$ cat src/rtl/bcd_timer.sv
// Three-digit BCD stopwatch/countdown core. A prescaler divides CLK into count
// ticks; the count runs up to 999 or down to 000 and pulses DONE on arrival.

module bcd_digit (
    input  logic [3:0] d,
    input  logic       up,
    input  logic       cin,
    output logic [3:0] q,
    output logic       cout
);
    always_comb begin
        q    = d;
        cout = 1'b0;
        if (cin) begin
            if (up) begin
                if (d >= 4'd9) begin
                    q    = 4'd0;
                    cout = 1'b1;
                end else begin
                    q = d + 4'd1;
                end
            end else begin
                if (d == 4'd0) begin
                    q    = 4'd9;
                    cout = 1'b1;
                end else begin
                    q = d - 4'd1;
                end
            end
        end
    end
endmodule

module bcd_timer #(
    parameter int TICK_DIV = 50000000,
    parameter int PS_W     = 26
) (
    input  logic        CLK,
    input  logic        RST,
    input  logic        START,
    input  logic        STOP,
    input  logic        CLEAR,
    input  logic        LOAD,
    input  logic [11:0] PRESET,
    input  logic        DIR,
    output logic [3:0]  units,
    output logic [3:0]  tens,
    output logic [3:0]  hundreds,
    output logic        RUNNING,
    output logic        DONE
);
    localparam int            NUM_DIG = 3;
    localparam logic [PS_W-1:0] PS_MAX = PS_W'(TICK_DIV - 1);
    localparam logic [PS_W-1:0] PS_ONE = PS_W'(1);

    typedef enum logic [1:0] {
        S_IDLE  = 2'd0,
        S_RUN   = 2'd1,
        S_PAUSE = 2'd2,
        S_DONE  = 2'd3
    } state_t;

    state_t                        state_q, state_n;
    logic [PS_W-1:0]               ps_q, ps_n;
    logic [NUM_DIG-1:0][3:0]       cnt_q, cnt_n, cnt_step, preset_sat;
    logic [NUM_DIG:0]              carry;
    logic                          dir_q, dir_n;
    logic                          done_n;
    logic                          tick;
    logic                          step_term;
    logic                          start_term;

    // Ripple carry/borrow chain; the units digit always steps on a tick.
    assign carry[0] = 1'b1;

    generate
        for (genvar i = 0; i < NUM_DIG; i++) begin : g_dig
            bcd_digit u_dig (
                .d    (cnt_q[i]),
                .up   (~dir_q),
                .cin  (carry[i]),
                .q    (cnt_step[i]),
                .cout (carry[i+1])
            );
        end
    endgenerate

    always_comb begin
        preset_sat = '0;
        for (int i = 0; i < NUM_DIG; i++) begin
            preset_sat[i] = (PRESET[i*4 +: 4] > 4'd9) ? 4'd9 : PRESET[i*4 +: 4];
        end
    end

    assign tick       = (state_q == S_RUN) && (ps_q == PS_MAX);
    assign step_term  = dir_q ? (cnt_step == 12'h000) : (cnt_step == 12'h999);
    assign start_term = DIR   ? (cnt_q    == 12'h000) : (cnt_q    == 12'h999);

    // Commands resolve in priority order CLEAR > LOAD > STOP > START.
    always_comb begin
        state_n = state_q;
        ps_n    = ps_q;
        cnt_n   = cnt_q;
        dir_n   = dir_q;
        done_n  = 1'b0;
        if (CLEAR) begin
            cnt_n   = '0;
            ps_n    = '0;
            state_n = S_IDLE;
        end else if (LOAD && state_q != S_RUN) begin
            cnt_n   = preset_sat;
            ps_n    = '0;
            state_n = S_IDLE;
        end else if (STOP && state_q == S_RUN) begin
            state_n = S_PAUSE;
        end else if (START && state_q == S_IDLE) begin
            dir_n = DIR;
            if (start_term) begin
                state_n = S_DONE;
                done_n  = 1'b1;
            end else begin
                state_n = S_RUN;
                ps_n    = '0;
            end
        end else if (START && state_q == S_PAUSE) begin
            state_n = S_RUN;
        end else if (state_q == S_RUN) begin
            if (tick) begin
                ps_n = '0;
                // A carry out of the top digit would mean a wrap; never take it.
                if (!carry[NUM_DIG]) begin
                    cnt_n = cnt_step;
                end
                if (step_term) begin
                    state_n = S_DONE;
                    done_n  = 1'b1;
                end
            end else begin
                ps_n = ps_q + PS_ONE;
            end
        end
    end

    always_ff @(posedge CLK or posedge RST) begin
        if (RST) begin
            state_q <= S_IDLE;
            ps_q    <= '0;
            cnt_q   <= '0;
            dir_q   <= 1'b0;
            RUNNING <= 1'b0;
            DONE    <= 1'b0;
        end else begin
            state_q <= state_n;
            ps_q    <= ps_n;
            cnt_q   <= cnt_n;
            dir_q   <= dir_n;
            RUNNING <= (state_n == S_RUN);
            DONE    <= done_n;
        end
    end

    assign units    = cnt_q[0];
    assign tens     = cnt_q[1];
    assign hundreds = cnt_q[2];

endmodule

$ cat config.mk
export PLATFORM = sky130hd
export DESIGN_NAME = bcd_timer
export DESIGN_NICKNAME = d
export VERILOG_FILES = /design/src/rtl/bcd_timer.sv
export SDC_FILE = /design/constraint.sdc
export NUM_CORES = 1
export LEC_CHECK = 0
export CORE_MARGIN = 2
export CORE_UTILIZATION = 52
export CTS_CLUSTER_SIZE = 14
export DETAILED_ROUTE_END_ITERATION = 8
export PLACE_DENSITY = 0.73
export SYNTH_ARGS = -nofsm -noshare
export SYNTH_HDL_FRONTEND = slang
export SYNTH_SLANG_ARGS = --single-unit
$ cat constraint.sdc
create_clock -name CLK -period 2.5 [get_ports CLK]
set_clock_uncertainty 0.05 [all_clocks]
set_input_delay 0.5 -clock CLK [delete_from_list [all_inputs] [get_ports CLK]]
set_output_delay 0.5 -clock CLK [all_outputs]
set_load 0.02 [all_outputs]
==> flow_metrics.tcl, run 1 <==
set metrics [dict create \
    clock.fmax_ghz 0.3907 \
    holdPathStages 1 \
    synth_seq_cells 43 \
    fp.dieArea_sq_um 6885 \
    drive_gt1_share_pct 25.89 \
    row_count 28 \
    fin_nets 503 \
    synthesis.area_sq_um 3243 \
    min_period_ps 2560 \
    use_met2_pct 43.91 \
    intPower_uw 1630 \
    max_stage_delay_ps 430 \
    clk_pin_slew_ps 80 \
    placed_cells 536 \
    violations "negative setup slack" \
    grt_pass1_vias 3149 \
    drt-initial-drc-count 229 \
    tightest_slew_ps 566.4 \
    r2r_cells 8 \
    endpoint_kind "register" \
    cts_hold_buf 0 \
    ant_nets 0 \
    yosysUniqueCellTypes 69 \
    cts_sinks 43 \
    die_h_um 82.98 \
    mostFrequentLayoutCells "65 x buf_4, 40 x nor2_1, 38 x dfrtp_1, 35 x nand2_1, 32 x clkdlybuf4s50_1" \
    cts_tree "yes" \
    drc 0 \
    crit_slowest_cell "dfrtp_2" \
    crit_fanout 4 \
    cts_buffer_depth 2 \
    p_switching_uw 829.8 \
    worst_slack_ps -59.61 \
    pwr_density_cell_nw_per_um2 565.6 \
    finalPower_uw 2460 \
    syn_nets 418 \
    postLayoutCellArea_sq_um 4349 \
    ios 33 \
    postSynth.asyncResetShare_pct 100.0 \
    io_buffers 32 \
    hold_viol 0 \
    dp_hpwl_um 6650 \
    placed_cell_area_sq_um 4048 \
    num_antenna_cells 0 \
    crit_required_ps 2630 \
    ir_worst_vdd_mv 0.3622 \
    yosysWarnings 0 \
    synthCells 389 \
    seqPwrFrac_pct 31.1 \
    avgViaCountPerCell 6.091 \
    grt_use_total_pct 26.66 \
    gp_congestion 0.9291 \
    wl_um 9336 \
    path_buf_inv 0 \
    vias 3350 \
    cts_buffers 5 \
    antenna_found_initial 0 \
    clkPwrFrac_pct 26.2 \
    syn2layout_area_growth_pct 34.10 \
    grt-busiest-layer "met2" \
    core_region_area_sq_um 5991 \
    relSlewSlack_pct 62.24 \
    overflow 0 \
    htreeDepth 2 \
    fill_cells 434 \
    globalRouteMet1Util_pct 37.44 \
    combPwrFrac_pct 42.7 \
    layout_commonest_cell "buf_4" \
    path_depth 8 \
    crit_chain "ha_1, or3b_4, a21oi_4, nor2_4, mux2_4, nor4_4, o2111ai_2, and4_1" \
    firstDrtPassIters 5 \
    setup_violations 2 \
    sw_frac_of_total_pct 33.74 \
    cp_top_family "simple AND/OR/NAND/NOR gates" \
    cp.arrival_ps 2690 \
    avgSynthCellArea_sq_um 8.337 \
    hp-class "register to register" \
    crit_path_start_kind "register" \
    crit_type "register to register" \
    p_leak_uw 0.001881 \
    start_util_pct 54.14 \
    slew_viol_final 0 \
    use_met3_pct 3.678 \
    synth_edf_count 0 \
    clk_latency_ps 300 \
    seq_area_frac_synth_pct 33.18 \
    grt_pass1_wl_um 15170 \
    wire_per_inst_um 16.97 \
    synthFlopType "dfrtp_1" \
    stdcell_count 550 \
    fp.dieW_um 82.98 \
    drv_cap 0 \
    cts_root_buf "clkbuf_8" \
    fin_crit_sh_pct 102.4 \
    rsz0062_at_grt "yes" \
    outcome "finished with violations" \
    grt_max_degree 44 \
]
==> power groups by stage <==
stage	Clock [uW]	Combinational [uW]	Sequential (uW)
floorplan	0	518	811
global placement	0	927	773
detailed placement	0	941	773
CTS	648	986	760
global route	674	1130	769
finish	644	1050	766
==> timing repair <==
action,CTS,global route
endpoints found under the hold margin,0,0
gates resized for setup,7,19
gates cloned,0,1
setup buffers,2,3
setup endpoints to repair,11,39
pin swaps,8,9
==> stage by stage <==
| step | utilization, % | worst slack, ps | setup TNS, ps | hold WS [ps] |
|---|---|---|---|---|
| after global routing | 72.60 | -155.7 | -499.3 | 479.4 |
| after detailed placement | 67.56 | -173.5 | -700.4 | 440.3 |
| final | 72.60 | -59.61 | -66.99 | 454.0 |
| after floorplan | - | -56.27 | -56.27 | 394.3 |
| after CTS | 70.74 | -23.62 | -37.83 | 458.3 |
| after global placement | 67.56 | -30.00 | -66.68 | 421.7 |
==> flip-flops by register name (all words and copies together) (netlist names) <==
| name | cells |
|---|---|
| dir_q | 1 |
| tens | 4 |
| units | 4 |
| DONE | 1 |
| ps_q | 26 |
| hundreds | 4 |
| RUNNING | 1 |
| state_q | 2 |
==> cells in the mapped netlist (2+ instances only) <==
| library cell | count | area, sq um |
|---|---|---|
| mux2_2 | 3 | 33.78 |
| nor3b_1 | 9 | 67.56 |
| mux2_4 | 2 | 30.03 |
| a21o_1 | 4 | 30.03 |
| xnor2_1 | 11 | 96.34 |
| a21oi_1 | 18 | 90.09 |
| o21bai_1 | 2 | 15.01 |
| dfrtp_1 | 43 | 1076 |
| or3b_2 | 2 | 17.52 |
| or3_1 | 3 | 18.77 |
| xor2_1 | 7 | 61.31 |
| nand4_1 | 11 | 68.82 |
| nand3b_1 | 4 | 30.03 |
| buf_6 | 2 | 22.52 |
| o21ai_0 | 23 | 115.1 |
| clkbuf_1 | 15 | 56.30 |
| nand3_1 | 16 | 80.08 |
| nor4b_1 | 3 | 26.28 |
| nor2b_1 | 2 | 12.51 |
| nand2_1 | 36 | 135.1 |
| nor2_1 | 41 | 153.9 |
| and2_1 | 4 | 25.02 |
| and3_1 | 12 | 75.07 |
| o211ai_1 | 4 | 30.03 |
| nor3_1 | 10 | 50.05 |
| and4_1 | 3 | 26.28 |
| ha_1 | 10 | 125.1 |
| a31oi_1 | 4 | 25.02 |
| nand2b_1 | 5 | 31.28 |
| o31ai_1 | 7 | 52.55 |
| buf_2 | 3 | 15.01 |
| o41ai_1 | 3 | 26.28 |
| inv_1 | 18 | 67.56 |
| or3b_1 | 2 | 17.52 |
| a211o_1 | 5 | 43.79 |
| or2_2 | 2 | 12.51 |
| a22o_1 | 3 | 26.28 |
| nor4bb_1 | 2 | 20.02 |
| a211oi_1 | 5 | 37.54 |
==> worst paths after layout <==
path / start / to / slack (ps)
worst min-delay path: ps_q[4] / ps_q[4] / 450
worst min register to register: ps_q[4] / ps_q[4] / 450
worst max register to register: units[0] / RUNNING / -60
worst max-delay path: units[0] / RUNNING / -60
max in group asynchronous: RST / units[0] / 1390
min in group asynchronous: RST / ps_q[20] / 600
==> per-layer routing <==
layer	up-vias	wire (um)	part of all wire, %
li1	1584	-	-
met1	1630	4252	46
met3	14	523	5.6
met5	-	0	0
met2	122	4470	48
met4	0	89	0.95
==> cell families (layout without fill, tap and decap cells) <==
| logic type | after synthesis | after routing | synth area share, % |
|---|---|---|---|
| mux | 6 | 6 | 2.276 |
| flops | 43 | 43 | 33.18 |
| compound gates | 97 | 97 | 21.07 |
| xor+xnor | 18 | 18 | 4.861 |
| fa+ha+maj | 10 | 10 | 3.858 |
| simple gates | 176 | 176 | 29.55 |
| buf+inv | 39 | 125 | 5.208 |
==> worst register-to-register path, cell delays in order (launching register included) <==
cell	delay (ps)
dfrtp_2	430
ha_1	230
or3b_4	420
a21oi_4	210
nor2_4	90
mux2_4	330
nor4_4	280
o2111ai_2	200
and4_1	210
==> cell type report <==
class | instances | area (sq um) | area share (%)
Clock buffer | 6 | 72.57 | 1.669
Clock inverter | 2 | 60.06 | 1.381
Inverter | 18 | 67.56 | 1.554
Sequential cell | 43 | 1082 | 24.88
Timing Repair Buffer | 99 | 830.8 | 19.10
Tap cell | 75 | 93.84 | 2.158
Multi-Input combinational cell | 307 | 2142 | 49.25
No activity file was read; power rests on OpenSTA's default activity.
==> inputs of run 2 (changes only) <==
- CORE_UTILIZATION: 52 -> 53
- PLACE_DENSITY: 0.73 -> 0.74
- SYNTH_HIERARCHICAL: default -> 1
==> run 2 against run 1 <==
The run still ends with negative setup slack left. Non-clock buffer count up 21. Sequential cell count stayed put. Critical path depth rose by 8. Die area up 5.0%. Core utilization grew 9.1 points. Clock-buffer cell count stayed put. Cell count rose by 8.0%. Global-route usage increased by 2.4 points. Routed wire length is 25% higher. Total power grew 5.4%. Critical path type unchanged. Critical endpoint unchanged.
==> flow_metrics.tcl, run 2 <==
set metrics [dict create \
    crit_slowest_cell "dfrtp_2" \
    setup_violations 41 \
    endpoint_kind "register" \
    slew_viol_final 0 \
    grt_max_degree 44 \
    yosysMostFrequentCell "dfrtp_1" \
    cts_tree "yes" \
    worst_slack_ps -536.1 \
    holdPathStages 1 \
    crit_chain "inv_2, ha_4, or3b_4, a21boi_2, nor2_2, buf_6, nand2b_4, a2111oi_2, a311o_1, buf_4, nand4_1, nor3_1, a31oi_1, nor4_4, a21oi_2, and3_1" \
    pwr_density_cell_nw_per_um2 499.6 \
    start_util_pct 54.80 \
    crit_path_start_kind "register" \
    synthCells 412 \
    grt_pass1_vias 3577 \
    drive_gt1_share_pct 39.46 \
    outcome "finished with violations" \
    die_h_um 85.03 \
    crit_required_ps 2690 \
    violations "negative setup slack" \
    postSynth.asyncResetShare_pct 100.0 \
    antenna_found_initial 0 \
    p_leak_uw 0.002086 \
    wl_met1_um 4849 \
    rsz0062_at_grt "yes" \
    fin_crit_sh_pct 121.4 \
    hold_viol 0 \
    row_count 29 \
    grt_pass1_wl_um 17370 \
    yosysUniqueCellTypes 57 \
    cts_root_buf "clkbuf_8" \
    tightest_slew_ps 603.9 \
    largest_reg_flops 26 \
    io_buffers 32 \
    crit_type "register to register" \
    synth.area.top_cells "dfrtp_1 31%, o21ai_0 6.0%, ha_1 4.7%, nand2_1 3.1%, nor3b_1 3.0%" \
    relSlewSlack_pct 59.74 \
    htreeDepth 2 \
    crit_fanout 8 \
    avgSynthCellArea_sq_um 8.446 \
    avgViaCountPerCell 6.754 \
    cts_sinks 43 \
    grt_use_total_pct 29.06 \
    mostFrequentLayoutCells "69 x buf_4, 40 x dfrtp_1, 32 x clkdlybuf4s50_1, 29 x nand2_1, 24 x o21ai_2" \
    core_region_area_sq_um 6350 \
    dp_hpwl_um 7051 \
    synth_edf_count 0 \
    max_stage_delay_ps 460 \
    synthFlopType "dfrtp_1" \
    gp_congestion 0.9030 \
    synth_common_cells "43 x dfrtp_1, 42 x o21ai_0, 29 x nand2_1" \
    syn2layout_area_growth_pct 49.12 \
    wl_met3_um 922 \
    clk_latency_ps 300 \
    syn_nets 444 \
    synthesis.area_sq_um 3480 \
    firstDrtPassIters 5 \
    synth_seq_cells 43 \
    wl_met2_um 5522 \
    top_layer "met4" \
    synth_top_area_cell "dfrtp_1" \
    layout_commonest_cell "buf_4" \
    yosysWarnings 6 \
    hold_slack_ps 487.7 \
    setup-tns-final_ps -9880 \
    drt-initial-drc-count 417 \
    cts_buffer_depth 2 \
    fin_nets 549 \
    clock.fmax_ghz 0.3294 \
    netlist.area_leader.share_pct 30.92 \
    hp-class "register to register" \
    cp.arrival_ps 3220 \
    overflow 0 \
    fp.dieW_um 85.03 \
    cts_buffers 5 \
    ios 33 \
    drv_cap 0 \
    r2r_cells 16 \
    clk_pin_slew_ps 80 \
    pre_cts_ws_ps -680.6 \
    drc 0 \
    wire_per_inst_um 19.61 \
    seq_area_frac_synth_pct 30.92 \
    wl_um 11650 \
    vias 4012 \
    min_period_ps 3036 \
    top_register "ps_q" \
    num_antenna_cells 0 \
    ir_worst_vdd_mv 0.4031 \
    ant_nets 0 \
    fp.dieArea_sq_um 7229 \
]
-- run 2: cell count changes after synthesis, sizes merged, moves of 7 or more --
cell / delta
o21ai: +23
xor2: -7
o41ai: +7
nor2: -18
buf: +8
xnor2: -11
and3: -7
-- run 2: stage by stage --
stage / instance area (sq um) / utilization (%) / power (uW) / instances
5_1_grt: 5189 / 81.71 / 2721 / 594
3_3_place_gp: 4365 / 68.75 / 1785 / 568
6_report: 5189 / 81.71 / 2592 / 594
4_1_cts: 4800 / 75.59 / 2467 / 589
3_5_place_dp: 4365 / 68.75 / 1802 / 568
2_1_floorplan: 3560 / - / 1377 / 412
-- run 2: worst paths after layout --
path                          start  endpoint  slack [ps]
min reg2reg                ps_q[17]  ps_q[17]         490
max reg2reg                units[0]   RUNNING        -540
max                        units[0]   RUNNING        -540
min in group asynchronous       RST  ps_q[10]         590
max in group asynchronous       RST  units[2]        1420
min                        ps_q[17]  ps_q[17]         490
-- run 2: area by class of cell --
class | instances | area (sq um)
clock buffer | 6 | 72.57
clock inverter | 1 | 30.03
fill | 367 | 1161
inverter | 17 | 66.31
multi-input combinational | 330 | 2704
sequential | 43 | 1080
tap | 77 | 96.34
timing repair buffer | 120 | 1140
-- run 2: cells by family (layout without fill, tap and decap cells) --
group	after synthesis	in the layout	share of synthesized area [%]
AOI/OAI and AO/OA	137	138	26.54
adders and majority gates	13	13	4.675
buffers and inverters	40	144	6.400
DFF	43	43	30.92
muxes	10	10	2.985
other	1	1	0.1078
and+or+nand+nor	168	168	28.37
-- run 2: power breakdown --
| group | switching (uW) | total (uW) | internal, uW |
|---|---|---|---|
| clock | 236 | 529 | 293 |
| sequential | 40.5 | 772 | 731 |
| combinational | 645 | 1290 | 646 |
| total | 922 | 2590 | 1670 |
-- run 2: worst max-delay path, delay by kind of cell, from the launching register on --
family,cells,cell delay (ps)
simple gates,7,910
buf+inv,3,410
flops,1,460
fa+ha+maj,1,130
compound gates,5,1010
-- run 2: what timing repair did --
action	4_1_cts	5_1_grt
gates cloned	3	2
setup endpoints to repair	40	41
hold buffers	0	0
setup buffers	12	5
hold endpoints to repair	0	0
pin swaps	19	29
gates resized for setup	47	87
-- run 2: layer usage --
layer  global-route usage [%]  vias up
li1                         -     1804
met1                    41.80     1945
met2                    46.09      210
met3                    5.350       53
met4                    5.772        0
met5                        0        -
==> inputs of run 3 (changes only) <==
- CORE_UTILIZATION: 53 -> 54
- CTS_BUF_LIST: default -> sky130_fd_sc_hd__clkbuf_8
- PLACE_DENSITY: 0.74 -> 0.75
==> run 3 against run 2 <==
The flow still finishes with violations (negative setup slack). Sequential cell count is the same. Cell area grew 3.3%. Hold slack lost 48 ps. Critical path depth shrank 1. Clock power shrank 8.1%. Total power grew 6.3%. Register-to-register slack lost 130 ps. First-iteration DRC count grew 39%. Routed wire length grew 20%. Largest power group unchanged.
==> flow_metrics.tcl, run 3 (same netlist as run 2, synthesis figures left out) <==
set metrics [dict create \
    crit_path_start "units[0]" \
    syn2layout_area_growth_pct 54.05 \
    io_buffers 32 \
    p_leak_uw 0.002174 \
    mostFrequentLayoutCells "74 x buf_4, 41 x dfrtp_1, 32 x clkdlybuf4s50_1, 25 x nand2_1, 24 x o21ai_2" \
    cts_sinks 43 \
    crit_slowest_cell "dfrtp_2" \
    wl_um 14020 \
    fin_nets 560 \
    final_util_pct 85.39 \
    crit_fanout 4 \
    timing.rr.start "units[0]" \
    crit_type "register to register" \
    r2r_slack_ps -670 \
    cp.arrival_ps 3330 \
    violations "negative setup slack" \
    setup_violations 41 \
    start_util_pct 55.43 \
    overflow 0 \
    die_h_um 84.27 \
    firstDrtPassIters 6 \
    cts_buffer_depth 2 \
    top_register "ps_q" \
    fp.dieW_um 84.27 \
    outcome "finished with violations" \
    crit_required_ps 2660 \
    pwr_density_cell_nw_per_um2 513.9 \
    crit_chain "inv_4, ha_4, or3b_4, a21boi_2, nor2_2, o21ai_2, nor2_4, nand3b_1, o22ai_1, a311o_1, nor4_4, a31oi_2, nor4_4, a21oi_2, and3_1" \
    crit_top_cell "nor4_4" \
    tightest_slew_ps 621.8 \
    clock.fmax_ghz 0.3156 \
    row_count 29 \
    hold_viol 0 \
    htreeDepth 2 \
    min_period_ps 3169 \
    grt_pass1_vias 3943 \
    cts_hold_buf 0 \
    wire_per_inst_um 23.14 \
    hp-class "input pin to async pin" \
    ir_worst_vdd_mv 0.3888 \
    max_stage_delay_ps 460 \
    drv_cap 0 \
    vias 4393 \
    antenna_found_initial 0 \
    drc 0 \
    core_region_area_sq_um 6277 \
    num_antenna_cells 0 \
    dp_hpwl_um 7518 \
    grt_use_total_pct 32.37 \
    fp.dieArea_sq_um 7101 \
    r2r_cells 15 \
    crit_path_start_kind "register" \
    worst_slack_ps -668.5 \
    rsz0062_at_grt "yes" \
    cts_buffers 5 \
    largest_reg_flops 26 \
    gp_congestion 0.9595 \
    finalPower_uw 2755 \
    cts_root_buf "clkbuf_8" \
    drive_gt1_share_pct 41.40 \
    rr_endpoint "RUNNING" \
    ios 33 \
    avgViaCountPerCell 7.249 \
    fin_crit_sh_pct 126.7 \
    ant_nets 0 \
    grt_pass1_wl_um 18890 \
    clk_pin_slew_ps 90 \
    relSlewSlack_pct 58.29 \
    layout_commonest_cell "buf_4" \
    endpoint_kind "register" \
    slew_viol_final 0 \
    drt-initial-drc-count 579 \
    clk_latency_ps 310 \
    grt_max_degree 29 \
    cts_tree "yes" \
]
## run 3: cell count changes in the layout (fill, tap and decap cells not counted), moves of 4 or more
cell	previous run	this run
buf_6	11	17
buf_4	69	74
o31ai_4	5	0
nand2_1	29	25
nand2_2	0	5
o31ai_1	2	9
o41ai_1	6	0
nor2_2	5	1
o41ai_4	1	7
## run 3: worst max-delay path: cells and delay by family (launching register included)
family	cells	cell delay, ps
compound gates	6	1010
fa+ha+maj	1	130
buf+inv	1	100
flops	1	460
simple gates	7	1320
## run 3: worst max-delay path by stage
stage | to | slack [ps] | depth (start not counted)
floorplan | RUNNING | -660 | 17
global route | RUNNING | -700 | 15
detailed placement | RUNNING | -630 | 13
global placement | RUNNING | -580 | 13
CTS | RUNNING | -590 | 13
finish | RUNNING | -670 | 15
## run 3: metal layers
layer,wire length (um),track usage [%],vias to the layer above
met1,5034,39.49,2086
met5,0,0,-
met4,987,15.40,0
li1,-,-,1822
met2,6798,56.06,352
met3,1202,4.818,133
## run 3: layout make-up
cell class,count,area (sq um)
multi-input cells,330,2803
repair buffers,131,1222
flip-flops and latches,43,1079
fillers,304,917.1
well taps,77,96.34
clock buffers,6,82.58
inverters,17,68.82
clock inverters,2,8.758
## run 3: metrics by stage
| step | instances | setup slack [ps] | TNS, ps | instance area, sq um | hold slack, ps |
|---|---|---|---|---|---|
| after CTS | 595 | -594.8 | -6692 | 4882 | 447.8 |
| after detailed placement | 574 | -625.2 | -11180 | 4398 | 436.3 |
| after floorplan | 412 | -659.6 | -4682 | 3560 | 386.7 |
| after global routing | 606 | -703.3 | -13450 | 5360 | 499.2 |
| after global placement | 574 | -578.4 | -9612 | 4398 | 422.4 |
| final | 606 | -668.5 | -10890 | 5360 | 439.7 |
## run 3: power breakdown
| group | switching [uW] | leakage [uW] | internal [uW] |
|---|---|---|---|
| Sequential | 44.3 | 0.000586 | 731 |
| Combinational | 771 | 0.00154 | 723 |
| Clock | 266 | 0.0000524 | 220 |
## run 3: repair_timing
item | CTS | global route
endpoints found under the setup margin | 41 | 41
resized for setup | 69 | 83
pin swaps | 16 | 51
cloned | 2 | 3
buffers inserted | 12 | 12
